**config.mk**
```make
export PLATFORM = sky130hd
export DESIGN_NAME = adc_pll_supervisor
export DESIGN_NICKNAME = d
export VERILOG_FILES = /design/src/rtl/adc_pll_supervisor.sv
export SDC_FILE = /design/constraint.sdc
export NUM_CORES = 1
export LEC_CHECK = 0
export BUFFER_PORTS_ARGS = -buffer_cell sky130_fd_sc_hd__buf_2
export CAP_MARGIN = 40
export CELL_PAD_IN_SITES_DETAIL_PLACEMENT = 1
export CELL_PAD_IN_SITES_GLOBAL_PLACEMENT = 1
export CORE_ASPECT_RATIO = 0.6
export CORE_MARGIN = 4
export CORE_UTILIZATION = 44
export DETAILED_ROUTE_END_ITERATION = 16
export PLACE_DENSITY_LB_ADDON = 0.3
export SYNTH_ARGS = -nofsm -noshare
export SYNTH_HDL_FRONTEND = slang
export SYNTH_SLANG_ARGS = --single-unit
```
**constraint.sdc**
```tcl
create_clock -name refclk -period 2.4 [get_ports refclk]
set_input_delay 0.36 -clock refclk [delete_from_list [all_inputs] [get_ports refclk]]
set_output_delay 0.36 -clock refclk [all_outputs]
set_load 0.01 [all_outputs]
```
**src/rtl/adc_pll_supervisor.sv**
```systemverilog
// Reset and lock supervisor for the ADC clock PLL: pulses the PLL reset, qualifies lock,
// retries on timeout, and releases the PLL-domain reset only after a stable lock.
module adc_pll_supervisor #(
    parameter int RST_PULSE_CYC    = 10,
    parameter int LOCK_TIMEOUT_CYC = 50000,
    parameter int LOCK_STABLE_CYC  = 1024,
    parameter int MAX_RETRIES      = 7,
    parameter int CNT_W            = 16
) (
    input  logic       refclk,
    input  logic       rst_n,
    input  logic       pll_locked,
    input  logic       restart,
    output logic       pll_rst,
    output logic       adc_rst_n,
    output logic       ready,
    output logic       fail,
    output logic [2:0] state,
    output logic [2:0] retry_cnt,
    output logic [7:0] lock_loss_cnt
);

    typedef enum logic [2:0] {
        S_RESET  = 3'd0,
        S_WAIT   = 3'd1,
        S_STABLE = 3'd2,
        S_RUN    = 3'd3,
        S_FAIL   = 3'd4
    } state_t;

    localparam logic [CNT_W-1:0] C_RST_LAST  = CNT_W'(RST_PULSE_CYC - 1);
    localparam logic [CNT_W-1:0] C_TO_LAST   = CNT_W'(LOCK_TIMEOUT_CYC - 1);
    localparam logic [CNT_W-1:0] C_STB_LAST  = CNT_W'(LOCK_STABLE_CYC - 1);
    localparam logic [31:0]      C_MAX_RETRY = 32'(MAX_RETRIES);

    state_t           r_state;
    state_t           w_nxt;
    logic [1:0]       r_sync;
    logic [CNT_W-1:0] r_cnt;
    logic [2:0]       r_retry;
    logic [7:0]       r_loss;
    logic             r_pll_rst;
    logic             r_adc_rst_n;
    logic             r_ready;
    logic             r_fail;
    logic             w_locked_s;
    logic [2:0]       w_retry_inc;
    logic [2:0]       w_retry_nxt;
    logic [7:0]       w_loss_nxt;

    assign w_locked_s  = r_sync[1];
    assign w_retry_inc = (r_retry == 3'd7) ? r_retry : r_retry + 3'd1;

    always_comb begin
        w_nxt       = r_state;
        w_retry_nxt = r_retry;
        w_loss_nxt  = r_loss;
        if (restart) begin
            w_nxt       = S_RESET;
            w_retry_nxt = '0;
            w_loss_nxt  = '0;
        end else begin
            case (r_state)
                S_RESET:  if (r_cnt == C_RST_LAST) w_nxt = S_WAIT;
                S_WAIT: begin
                    if (w_locked_s) begin
                        w_nxt = S_STABLE;
                    end else if (r_cnt == C_TO_LAST) begin
                        w_retry_nxt = w_retry_inc;
                        w_nxt = ({29'd0, w_retry_inc} > C_MAX_RETRY) ? S_FAIL : S_RESET;
                    end
                end
                // A lock drop during qualification reopens the timeout window without a retry.
                S_STABLE: begin
                    if (!w_locked_s)               w_nxt = S_WAIT;
                    else if (r_cnt == C_STB_LAST)  w_nxt = S_RUN;
                end
                S_RUN: begin
                    if (!w_locked_s) begin
                        w_nxt      = S_RESET;
                        w_loss_nxt = (r_loss == 8'hFF) ? r_loss : r_loss + 8'd1;
                    end
                end
                S_FAIL:   w_nxt = S_FAIL;
                default:  w_nxt = S_RESET;
            endcase
        end
    end

    // Outputs are decoded from the next state so they change on the same edge as the state.
    always_ff @(posedge refclk or negedge rst_n) begin
        if (!rst_n) begin
            r_sync      <= '0;
            r_state     <= S_RESET;
            r_cnt       <= '0;
            r_retry     <= '0;
            r_loss      <= '0;
            r_pll_rst   <= 1'b1;
            r_adc_rst_n <= 1'b0;
            r_ready     <= 1'b0;
            r_fail      <= 1'b0;
        end else begin
            r_sync      <= {r_sync[0], pll_locked};
            r_state     <= w_nxt;
            r_cnt       <= (restart || (w_nxt != r_state)) ? '0 : r_cnt + 1'b1;
            r_retry     <= w_retry_nxt;
            r_loss      <= w_loss_nxt;
            r_pll_rst   <= (w_nxt == S_RESET) || (w_nxt == S_FAIL);
            r_adc_rst_n <= (w_nxt == S_RUN);
            r_ready     <= (w_nxt == S_RUN);
            r_fail      <= (w_nxt == S_FAIL);
        end
    end

    assign pll_rst       = r_pll_rst;
    assign adc_rst_n     = r_adc_rst_n;
    assign ready         = r_ready;
    assign fail          = r_fail;
    assign state         = r_state;
    assign retry_cnt     = r_retry;
    assign lock_loss_cnt = r_loss;

endmodule

```
Word level (Yosys, flattened, before mapping)
Cells that the tools add are included.
{"block": "totals", "register_bits": 35, "input_bits": 4, "output_inout_bits": 18, "wordCells": 53}
{"block": "op_classes", "add_sub_neg": 3, "eq_ne": 15, "mux": 18, "n_reduce_logical": 9}
{"op": "$mux W3", "n": 12}
{"op": "$mux W8", "n": 4}
{"op": "$add A16 B1 Y16 const B", "n": 1}
{"op": "$eq A16 B10 Y1 const B", "n": 1}
{"op": "$eq A16 B16 Y1 const B", "n": 1}
{"op": "$eq A16 B4 Y1 const B", "n": 1}
{"op": "$mux W16", "n": 1}
{"op": "$pmux W3 S5", "n": 1}
{"op": "$eq A3 B2 Y1 const B", "n": 3}
{"op": "$eq A3 B3 Y1 const B", "n": 3}
{"op": "$add A8 B1 Y8 const B", "n": 1}
{"op": "$eq A8 B8 Y1 const B", "n": 1}
{"op": "$logic_not A3 Y1", "n": 2}
{"op": "$ne A2 B2 Y1 const B", "n": 3}
{"op": "$reduce_bool A2 Y1", "n": 3}
{"op": "$reduce_and A4 Y1", "n": 1}
{"op": "$add A3 B1 Y3 const B", "n": 1}
{"op": "$eq A3 B1 Y1 const B", "n": 1}
{"op": "$ne A3 B3 Y1", "n": 1}
{"op": "$reduce_and A3 Y1", "n": 1}
{"op": "$logic_or A1 B1 Y1", "n": 2}

Depth between registers and ports, before layout
Gate-level depths: netlist of run 1.
{"block": "depth", "word_depth": 8, "mapped_depth": 8}

Worst setup path after synthesis of run 1
No wires, ideal clock.
{"block": "synth_timing", "path_type": "reg-to-reg", "startpoint": "register r_state[0], in the netlist state[0]", "endpoint": "register r_cnt[10]", "setup_ns": 0.119, "arrival_time_ns": 1.779, "t_required_ns": 2.281, "slack_ns": 0.502, "stages_incl_launch_ff": 8, "n_path_buf": 2, "synth_period_minus_slack_ns": 1.898, "path_cell_list": "dfrtp_1 or2_2 clkbuf_1 nor4_1 a211oi_1 a21boi_2 buf_6 nor2_1"}
{"block": "synth_between", "elab_chain_len": 7, "word_cells_on_any_way": 16, "classes_between": "eq/ne: 5; mux: 9; reduce/logical: 2"}
{"element": "from (decl)", "line_no": "36", "text": "state_t r_state;"}
{"element": "from (signal assigned)", "line_no": "104", "text": "r_state <= w_nxt;"}
{"element": "$mux W3, on equally long branches", "line_no": "76, 68"}
{"element": "$mux W3, on equally long branches", "line_no": "75, 66"}
{"element": "$pmux W3 S5", "line_no": "63", "text": "case (r_state)"}
{"element": "$mux W3", "line_no": "58", "text": "if (restart) begin"}
{"element": "$ne A3 B3 Y1 *", "line_no": "105", "text": "r_cnt <= (restart || (w_nxt != r_state)) ? '0 : r_cnt + 1'b1;"}
{"element": "$logic_or A1 B1 Y1 *", "line_no": "105"}
{"element": "$mux W16 *", "line_no": "105"}
{"element": "to (signal assigned)", "line_no": "105"}
{"element": "to (decl)", "line_no": "39", "text": "logic [CNT_W-1:0] r_cnt;"}
Mark *: on every way between the ends. The rest lies on a longest branch, timed or not.
A chain may end at the register's enable or synchronous reset.

Worst setup path in the final report of run 1
{"block": "layout_timing", "startpoint": "register r_cnt[11]", "endpoint": "register r_cnt[10]"}
{"block": "layout_between", "elab_chain_len": 8, "word_cells_on_any_way": 13, "classes_between": "eq/ne: 4; mux: 8; reduce/logical: 1"}
{"element": "$eq A16 B10 Y1 / $eq A16 B16 Y1 (equally long branches)", "line_no": "76, 68"}
{"element": "$mux W3, on equally long branches", "line_no": "76, 68"}
{"element": "$mux W3, on equally long branches", "line_no": "75, 66"}
{"element": "$pmux W3 S5 *", "line_no": "63"}
{"element": "$mux W3 *", "line_no": "58"}
{"element": "$ne A3 B3 Y1 *", "line_no": "105"}
{"element": "$logic_or A1 B1 Y1 *", "line_no": "105"}
{"element": "$mux W16 *", "line_no": "105"}
Marks and branches as above.

==> results of run 1 <==
[logic make-up after synthesis]
group / count (synthesis)
DFF: 35
buffers and inverters: 11
muxes: 3
xor gates and xnor gates: 22
AOI/OAI and AO/OA: 14
adders and majority gates: 5
and+or+nand+nor: 85
[synthesized netlist by cell type, types with 2 or more instances]
master | instances | share of area [%]
and3_1 | 2 | 0.71
nand4_1 | 4 | 1.4
xnor2_1 | 11 | 5.4
a21oi_1 | 2 | 0.56
nor4_1 | 4 | 1.4
o21ai_0 | 2 | 0.56
nor4b_1 | 2 | 0.99
or2_2 | 3 | 1.1
dfrtp_1 | 34 | 48
clkbuf_1 | 3 | 0.63
inv_1 | 4 | 0.85
or3_1 | 2 | 0.71
nor3_1 | 7 | 2.0
nor3b_1 | 2 | 0.85
mux2i_1 | 3 | 1.7
nand4b_1 | 2 | 0.99
ha_1 | 5 | 3.5
xor2_1 | 11 | 5.4
nand2_1 | 11 | 2.3
nor2_1 | 32 | 6.8
nand3_1 | 8 | 2.3
[cell usage in the layout (no fill, tap or decap), drive strengths merged, types with 3 or more instances in the layout]
cell type,n
nor4,5
buf,23
mux2i,3
ha,5
nand4,4
dfrtp,34
or2,3
nor2,32
nor3,7
xnor2,11
clkbuf,8
nand3,8
xor2,11
nand2,11
inv,4
nor3b,3
[per-stage QoR]
stage	total power, mW	cells	util (%)	instance area, um2
after floorplan	0.640	175	-	1770
after global placement	0.659	238	50.8	1910
after detailed placement	0.663	238	50.8	1910
after CTS	1.13	246	53.5	2010
after global routing	1.17	246	53.5	2010
final	1.11	246	53.5	2010
[area by class of cell]
cell class,count,area share (%)
Clock buffer,8,4.97
Inverter,4,0.746
Multi-Input combinational cell,129,41.8
Sequential cell,35,43.6
Tap cell,47,2.92
Timing Repair Buffer,23,5.97
[worst paths after layout]
kind / startpoint / end / slack, ns / cells after the start
min in group refclk: pll_locked / r_sync[0]$_DFF_PN0_ / 0.19 / 1
max: r_cnt[11]$_DFF_PN0_ / r_cnt[10]$_DFF_PN0_ / 0.31 / 6
max in group asynchronous: rst_n / lock_loss_cnt[6]$_DFFE_PN0P_ / 1.75 / 1
max reg2reg: r_cnt[11]$_DFF_PN0_ / r_cnt[10]$_DFF_PN0_ / 0.31 / 6
min: rst_n / r_cnt[9]$_DFF_PN0_ / 0.16 / 1
min reg2reg: r_sync[0]$_DFF_PN0_ / r_sync[1]$_DFF_PN0_ / 0.36 / 0
[power breakdown]
part	total (mW)	internal, mW	switching, mW
clock	0.464	0.262	0.202
combinational	0.0447	0.0135	0.0312
sequential	0.606	0.597	0.00889
[state kept, by name (all words and copies together), names as in the netlist]
register and flops:
fail 1, retry_cnt 3, r_sync 2, ready 1, r_cnt 16, state 3
pll_rst 1, lock_loss_cnt 8
[routing by layer]
metal	wire length, um	up-vias	part of all wire [%]	global-route usage, %
met4	44	0	1.0	5.88
met3	157	5	3.7	4.87
met5	0	-	0	0
li1	-	651	-	-
met2	1960	27	46	26.7
met1	2130	707	50	25.6
[critical path: cells and delay by family, from the launching register on]
family	cells	cell delay [ns]
flops	1	0.41
buf+inv	1	0.20
compound gates	2	0.35
simple gates	3	1.00
==> impl_results.md, run 1 <==
* Global Route Usage Sum at between 10% and 20%
* Syn-to-layout area delta at 13.5%
* Max-slew violations at 0
* Via density at 5.65
* Multi-input gate area at 842 um2
* Vias in the first global route at 1377
* Global route overflow at 0
* Post-synthesis mux area share at 1.69%
* Seq. cell area at 877 um2
* Final Critical Period at 2.09 ns
* Clock Skews at 0.00613 ns
* WL/cell at between 15 and 20 um
* Initial antenna violation count at 0
* Compound-Gate Fraction of Synth Area at between 6 and 7%
* Slowest cell on the critical path: or4_4
* Status: complete, no violations
* Critical Path AT at approximately 2.3 ns
* Die height at 57.2 um
* Std-Cell Rows at 17
* First-pass GRT wire length at 7200 um
* Setup violations, final at 0
* Worst slew pin tran at just under 0.8 ns
* Via count at 1390
* Post-route DRC at 0
* Worst-skew pair later-pin latency at 0.29 ns
* Hold crit path type: in -> async
* Final Hold Fails at 0
* Die Width at between 80 and 90 um
* Root Driver: clkbuf_8
* Cell Pwr Density at 553 mW/mm2
* Post-synthesis sequential area ratio at 49.4%
* Tcrit/Tclk final at just under 90%
* Top-Level Pins at 22
* Setup bufs post-CTS at 0
* Core region area at approximately 0.0038 mm2
* Final WL at 4290 um
* Max-cap violations at 0
* Crit path kind: reg -> reg
* Number of synthesized flops with an enable pin at 0
* Setup WS pre-CTS at between 0.3 and 0.4 ns
* Critical Path Sink Type: flop
* Main combinational cell family by area after synthesis: simple AND/OR/NAND/NOR gates
* Cts repair resizes at 0
* Top FF cell, synth: dfrtp_1
* Detailed Routing Iterations Pass 1 at 4
* Final setup TNS at 0 ns
* Slew Limit Headroom at 47.2%
* Hold_buf cts at 0
* Gate Count Post-Synth at 175
* Final HPWL DP at ~3200 um
* VDD IR max at 0.295 mV
* # diodes at 0
* CTS sink cnt at 35
* Simple-Gate Fraction of Synth Area at 25.2%
* Initial core utilization at 47.1%
* Worst hold slack at about 0.16 ns
* Crit-path max FO at 13
* Synth Area in Adders at 3.53%
* CTS tree: yes
* RSZ-0062 raised after global routing: false
* Seq cells post-synth at 35
* Pleak at 0.929 nW
* Fillcell total at between 400 and 500
* Total CTS buffers at 5
* Synth Area per Inst at around 10 um2
* Post-synth cell types at 42
* ANT nets after route at 0
* CP Data Required Time at 2.57 ns
* H-tree levels at 2
* CP peak stage delay at 0.57 ns
* CP cell instances: or4_4 -> nor4_2 -> a311oi_1 -> a21boi_2 -> buf_4 -> nor2_1
* Nets at 207
* Ys async rst share at 100%
* Layout cell share with drive strength beyond 1 at 20.1%
* # port buffers at 21
* Clk buf depth at 2
* Max frequency at 478 MHz
* Iteration-0 DRC Markers at slightly below 80
* Largest net degree at the start of global routing at 36
* Worst setup slack after layout at 0.306 ns
* Post-synthesis cell area at 0.00177 mm2
* Final Wtd Congestion at 0.816
* Syn nets at 184
* Yosys warns at 0
* Clock slew seen by the registers of the worst setup and hold paths at 0.07 ns
* Post-Synth XOR/XNOR Area at 10.9%
* Die ar. at a little over 0.005 mm2
* Startpoint Class: flop
(Power assumes the default switching activity.)
==> inputs of run 2 (changes only) <==
--- a/config.mk
+++ b/config.mk
@@ -6,4 +6,5 @@
 export NUM_CORES = 1
 export LEC_CHECK = 0
+export ABC_AREA = 1
 export BUFFER_PORTS_ARGS = -buffer_cell sky130_fd_sc_hd__buf_2
 export CAP_MARGIN = 40
@@ -11,5 +12,5 @@
 export CELL_PAD_IN_SITES_GLOBAL_PLACEMENT = 1
 export CORE_ASPECT_RATIO = 0.6
-export CORE_MARGIN = 4
+export CORE_MARGIN = 8
 export CORE_UTILIZATION = 44
 export DETAILED_ROUTE_END_ITERATION = 16
==> constraint.sdc (replaced) <==
create_clock -name refclk -period 2.4 [get_ports refclk]
set_input_delay 0.48 -clock refclk [delete_from_list [all_inputs] [get_ports refclk]]
set_output_delay 0.48 -clock refclk [all_outputs]
set_load 0.01 [all_outputs]
==> impl_results.md, run 2 <==
* Yosys warns at 0 (unchanged)
* Finished Layout Cells at 320 (+30%)
* Synth Area per Inst at 8.68 um2 (-14%)
* # diodes at 0 (unchanged)
* Final HPWL DP at 3890 um (+20%)
* Most common cell after layout, fill and taps aside: nor2_1
* Top-Level Pins at 22 (unchanged)
* Max frequency at 517 MHz (+8.3%)
* Die ar. at 0.00702 mm2 (+36%)
* Die Width at 103 um (+14%)
* Top cell type's share of synthesized area at 42.6% (-5.3 points)
* Most frequent cells in the layout: nor2_1, nand2_1, dfrtp_1
* WL/cell at 15.4 um (-11%)
* Post-synthesis cell area at 0.00200 mm2 (+13%)
* Final setup TNS at 0 ns (unchanged)
* RR Endpoint: r_cnt[15]$_DFF_PN0_
* ANT nets after route at 0 (unchanged)
* Crit path max-delay family: simple AND/OR/NAND/NOR gates
* Fin util at 50.1% (-3.4 points)
* Final Wtd Congestion at 0.811 (-0.54%)
* Via count at 1613 (+16%)
* Gate Count Post-Synth at 230 (+31%)
* Via density at 5.04 (-11%)
* Pleak at 1.06 nW (+14%)
* # port buffers at 21 (unchanged)
* RSZ-0062 raised after global routing: false
* Seq cells post-synth at 35 (unchanged)
* R2R Setup Slk at 0.47 ns (+0.16 ns)
* Top FF cell, synth: dfrtp_1
* Most used cell, CP: nand2_1
* CP Depth at 9 (+3)
* Biggest register: r_cnt
* Global Route Usage Sum at 15.8% (-2.2 points)
* Slowest cell on the critical path: dfrtp_1
* Startpoint Class: flop
* Initial core utilization at 44.7% (-2.4 points)
* Std-Cell Rows at 19 (+2)
* H-tree levels at 2 (unchanged)
* Crit path to: r_cnt[15]$_DFF_PN0_
* Core region area at 0.00447 mm2 (+19%)
* Final Critical Period at 1.93 ns (-0.161 ns)
* Count leader, synth: nor2_1
* Largest cells by area after synthesis: dfrtp_1, nor2_1, nor2_4, nand2_1, inv_1
* Critical Path AT at 2.14 ns (-0.12 ns)
* Hold crit path type: in -> async
* Largest net degree at the start of global routing at 36 (unchanged)
* Final WL at 4940 um (+15%)
* Root Driver: clkbuf_8
* CP peak stage delay at 0.40 ns (-0.17 ns)
* Number of synthesized flops with an enable pin at 0 (unchanged)
* CTS sink cnt at 35 (unchanged)
* Clk buf depth at 2 (unchanged)
* CTS tree: yes
* Post-synth top area cell: dfrtp_1
* Tcrit/Tclk final at 80.5% (-6.7 points)
* Status: complete, no violations
* Final Hold Fails at 0 (unchanged)
* Ys async rst share at 100% (unchanged)
* Post-synth cell types at 33 (-21%)
* First-pass GRT wire length at 8400 um (+17%)
* Max-slew violations at 0 (unchanged)
* Syn-to-layout area delta at 12.2%
* Nets at 265 (+28%)
* Die height at 68.2 um (+19%)
* Vias in the first global route at 1671 (+21%)
* VDD IR max at 0.280 mV (-4.9%)
* FF-to-FF path depth at 9 (+3)
* Setup bufs post-CTS at 0 (unchanged)
* Worst hold slack at 0.272 ns (+0.113 ns)
* Top cells by count, synth: nor2_1, nand2_1, dfrtp_1
* Clock slew seen by the registers of the worst setup and hold paths at 0.08 ns (about the same)
* Syn nets at 239 (+30%)
* Cell Pwr Density at 492 mW/mm2 (-11%)
* Global route overflow at 0 (unchanged)
* Bufs and invs on worst path at 0 (-1)
* Post-synthesis sequential area ratio at 43.9% (-5.5 points)
* Setup violations, final at 0 (unchanged)
* Max FFs per register at 16 (unchanged)
* Launching point of the worst reg2reg path: r_cnt[0]$_DFF_PN0_
* Detailed Routing Iterations Pass 1 at 4 (unchanged)
* Iteration-0 DRC Markers at 104 (+35%)
* Worst-skew pair later-pin latency at 0.29 ns (about the same)
* CP Data Required Time at 2.61 ns (+0.04 ns)
* Critical Path Sink Type: flop
* Hold_buf cts at 0 (unchanged)
* Slew Limit Headroom at 46.8% (-0.37 points)
* Crit path kind: reg -> reg
* Worst slew pin tran at 0.798 ns (+0.00558 ns)
* Cells after DPL at 312 (+31%)
* CP Launch Point: r_cnt[0]$_DFF_PN0_
* Cts repair resizes at 0 (unchanged)
* Clock Skews at 0.0103 ns (+0.00418 ns)
* Max-cap violations at 0 (unchanged)
* Layout cell share with drive strength beyond 1 at 23.7% (+3.6 points)
* Total CTS buffers at 5 (unchanged)
* Crit-path max FO at 16 (+3)
* Initial antenna violation count at 0 (unchanged)
* Post-route DRC at 0 (unchanged)
* CP cell instances: ha_1 -> nand2_1 -> nor2_1 -> nand2_1 -> o21ai_1 -> nand2_1 -> nand3_2 -> nand3_4 -> nor2_1
[run 2: cell families after synthesis]
kind of cell | count (synthesis) | share of synthesized area, %
AND/OR/NAND/NOR | 128 | 35.0
flip-flops | 35 | 43.9
buffers and inverters | 31 | 6.89
AO/OA/AOI/OAI | 18 | 5.33
XOR/XNOR | 13 | 5.70
adder cells (fa/ha/maj) | 5 | 3.13
[run 2: layout make-up]
| class | count | area (um2) |
|---|---|---|
| tap | 63 | 78.8 |
| clock inverter | 3 | 15.0 |
| inverter | 28 | 105 |
| fill | 592 | 2230 |
| sequential | 35 | 877 |
| clock buffer | 5 | 68.8 |
| timing repair buffer | 22 | 113 |
| multi-input combinational | 164 | 982 |
[run 2: worst register-to-register path, stage by stage, from the launching register on]
cell and delay [ns]:
dfrtp_1 0.40, ha_1 0.30, nand2_1 0.08, nor2_1 0.09
nand2_1 0.09, o21ai_1 0.14, nand2_1 0.11, nand3_2 0.11
nand3_4 0.33, nor2_1 0.21
[run 2: per-stage QoR]
stage	worst slack [ns]	instance area [um2]	total power, mW
floorplan	0.790	2000	0.668
global route	0.216	2240	1.16
detailed placement	0.467	2160	0.700
CTS	0.438	2240	1.12
finish	0.467	2240	1.10
global placement	0.569	2160	0.697
[run 2: worst min-delay path by stage]
stage | endpoint | startpoint | cells after the start | slack [ns]
final | r_sync[0]$_DFF_PN0_ | rst_n | 1 | 0.27
after global routing | r_sync[0]$_DFF_PN0_ | pll_locked | 1 | 0.27
after CTS | r_sync[0]$_DFF_PN0_ | pll_locked | 1 | 0.28
after detailed placement | r_sync[1]$_DFF_PN0_ | r_sync[0]$_DFF_PN0_ | 0 | 0.34
after global placement | r_sync[1]$_DFF_PN0_ | r_sync[0]$_DFF_PN0_ | 0 | 0.34
after floorplan | fail$_DFF_PN0_ | rst_n | 0 | 0.18
[run 2: layer usage]
| metal | global-route usage, % | part of all wire, % | vias to the layer above | wire length, um |
|---|---|---|---|---|
| met5 | 0 | 0 | - | 0 |
| met2 | 22.1 | 40 | 38 | 2000 |
| met4 | 4.83 | 1.3 | 0 | 63 |
| met1 | 23.1 | 52 | 780 | 2580 |
| li1 | - | - | 788 | - |
| met3 | 3.96 | 6.0 | 7 | 296 |
[run 2: report_power, final]
group	switching, mW	internal [mW]	total, mW
Combinational	0.0543	0.0205	0.0747
Clock	0.216	0.199	0.415
Sequential	0.0121	0.601	0.613
Total	0.283	0.820	1.10
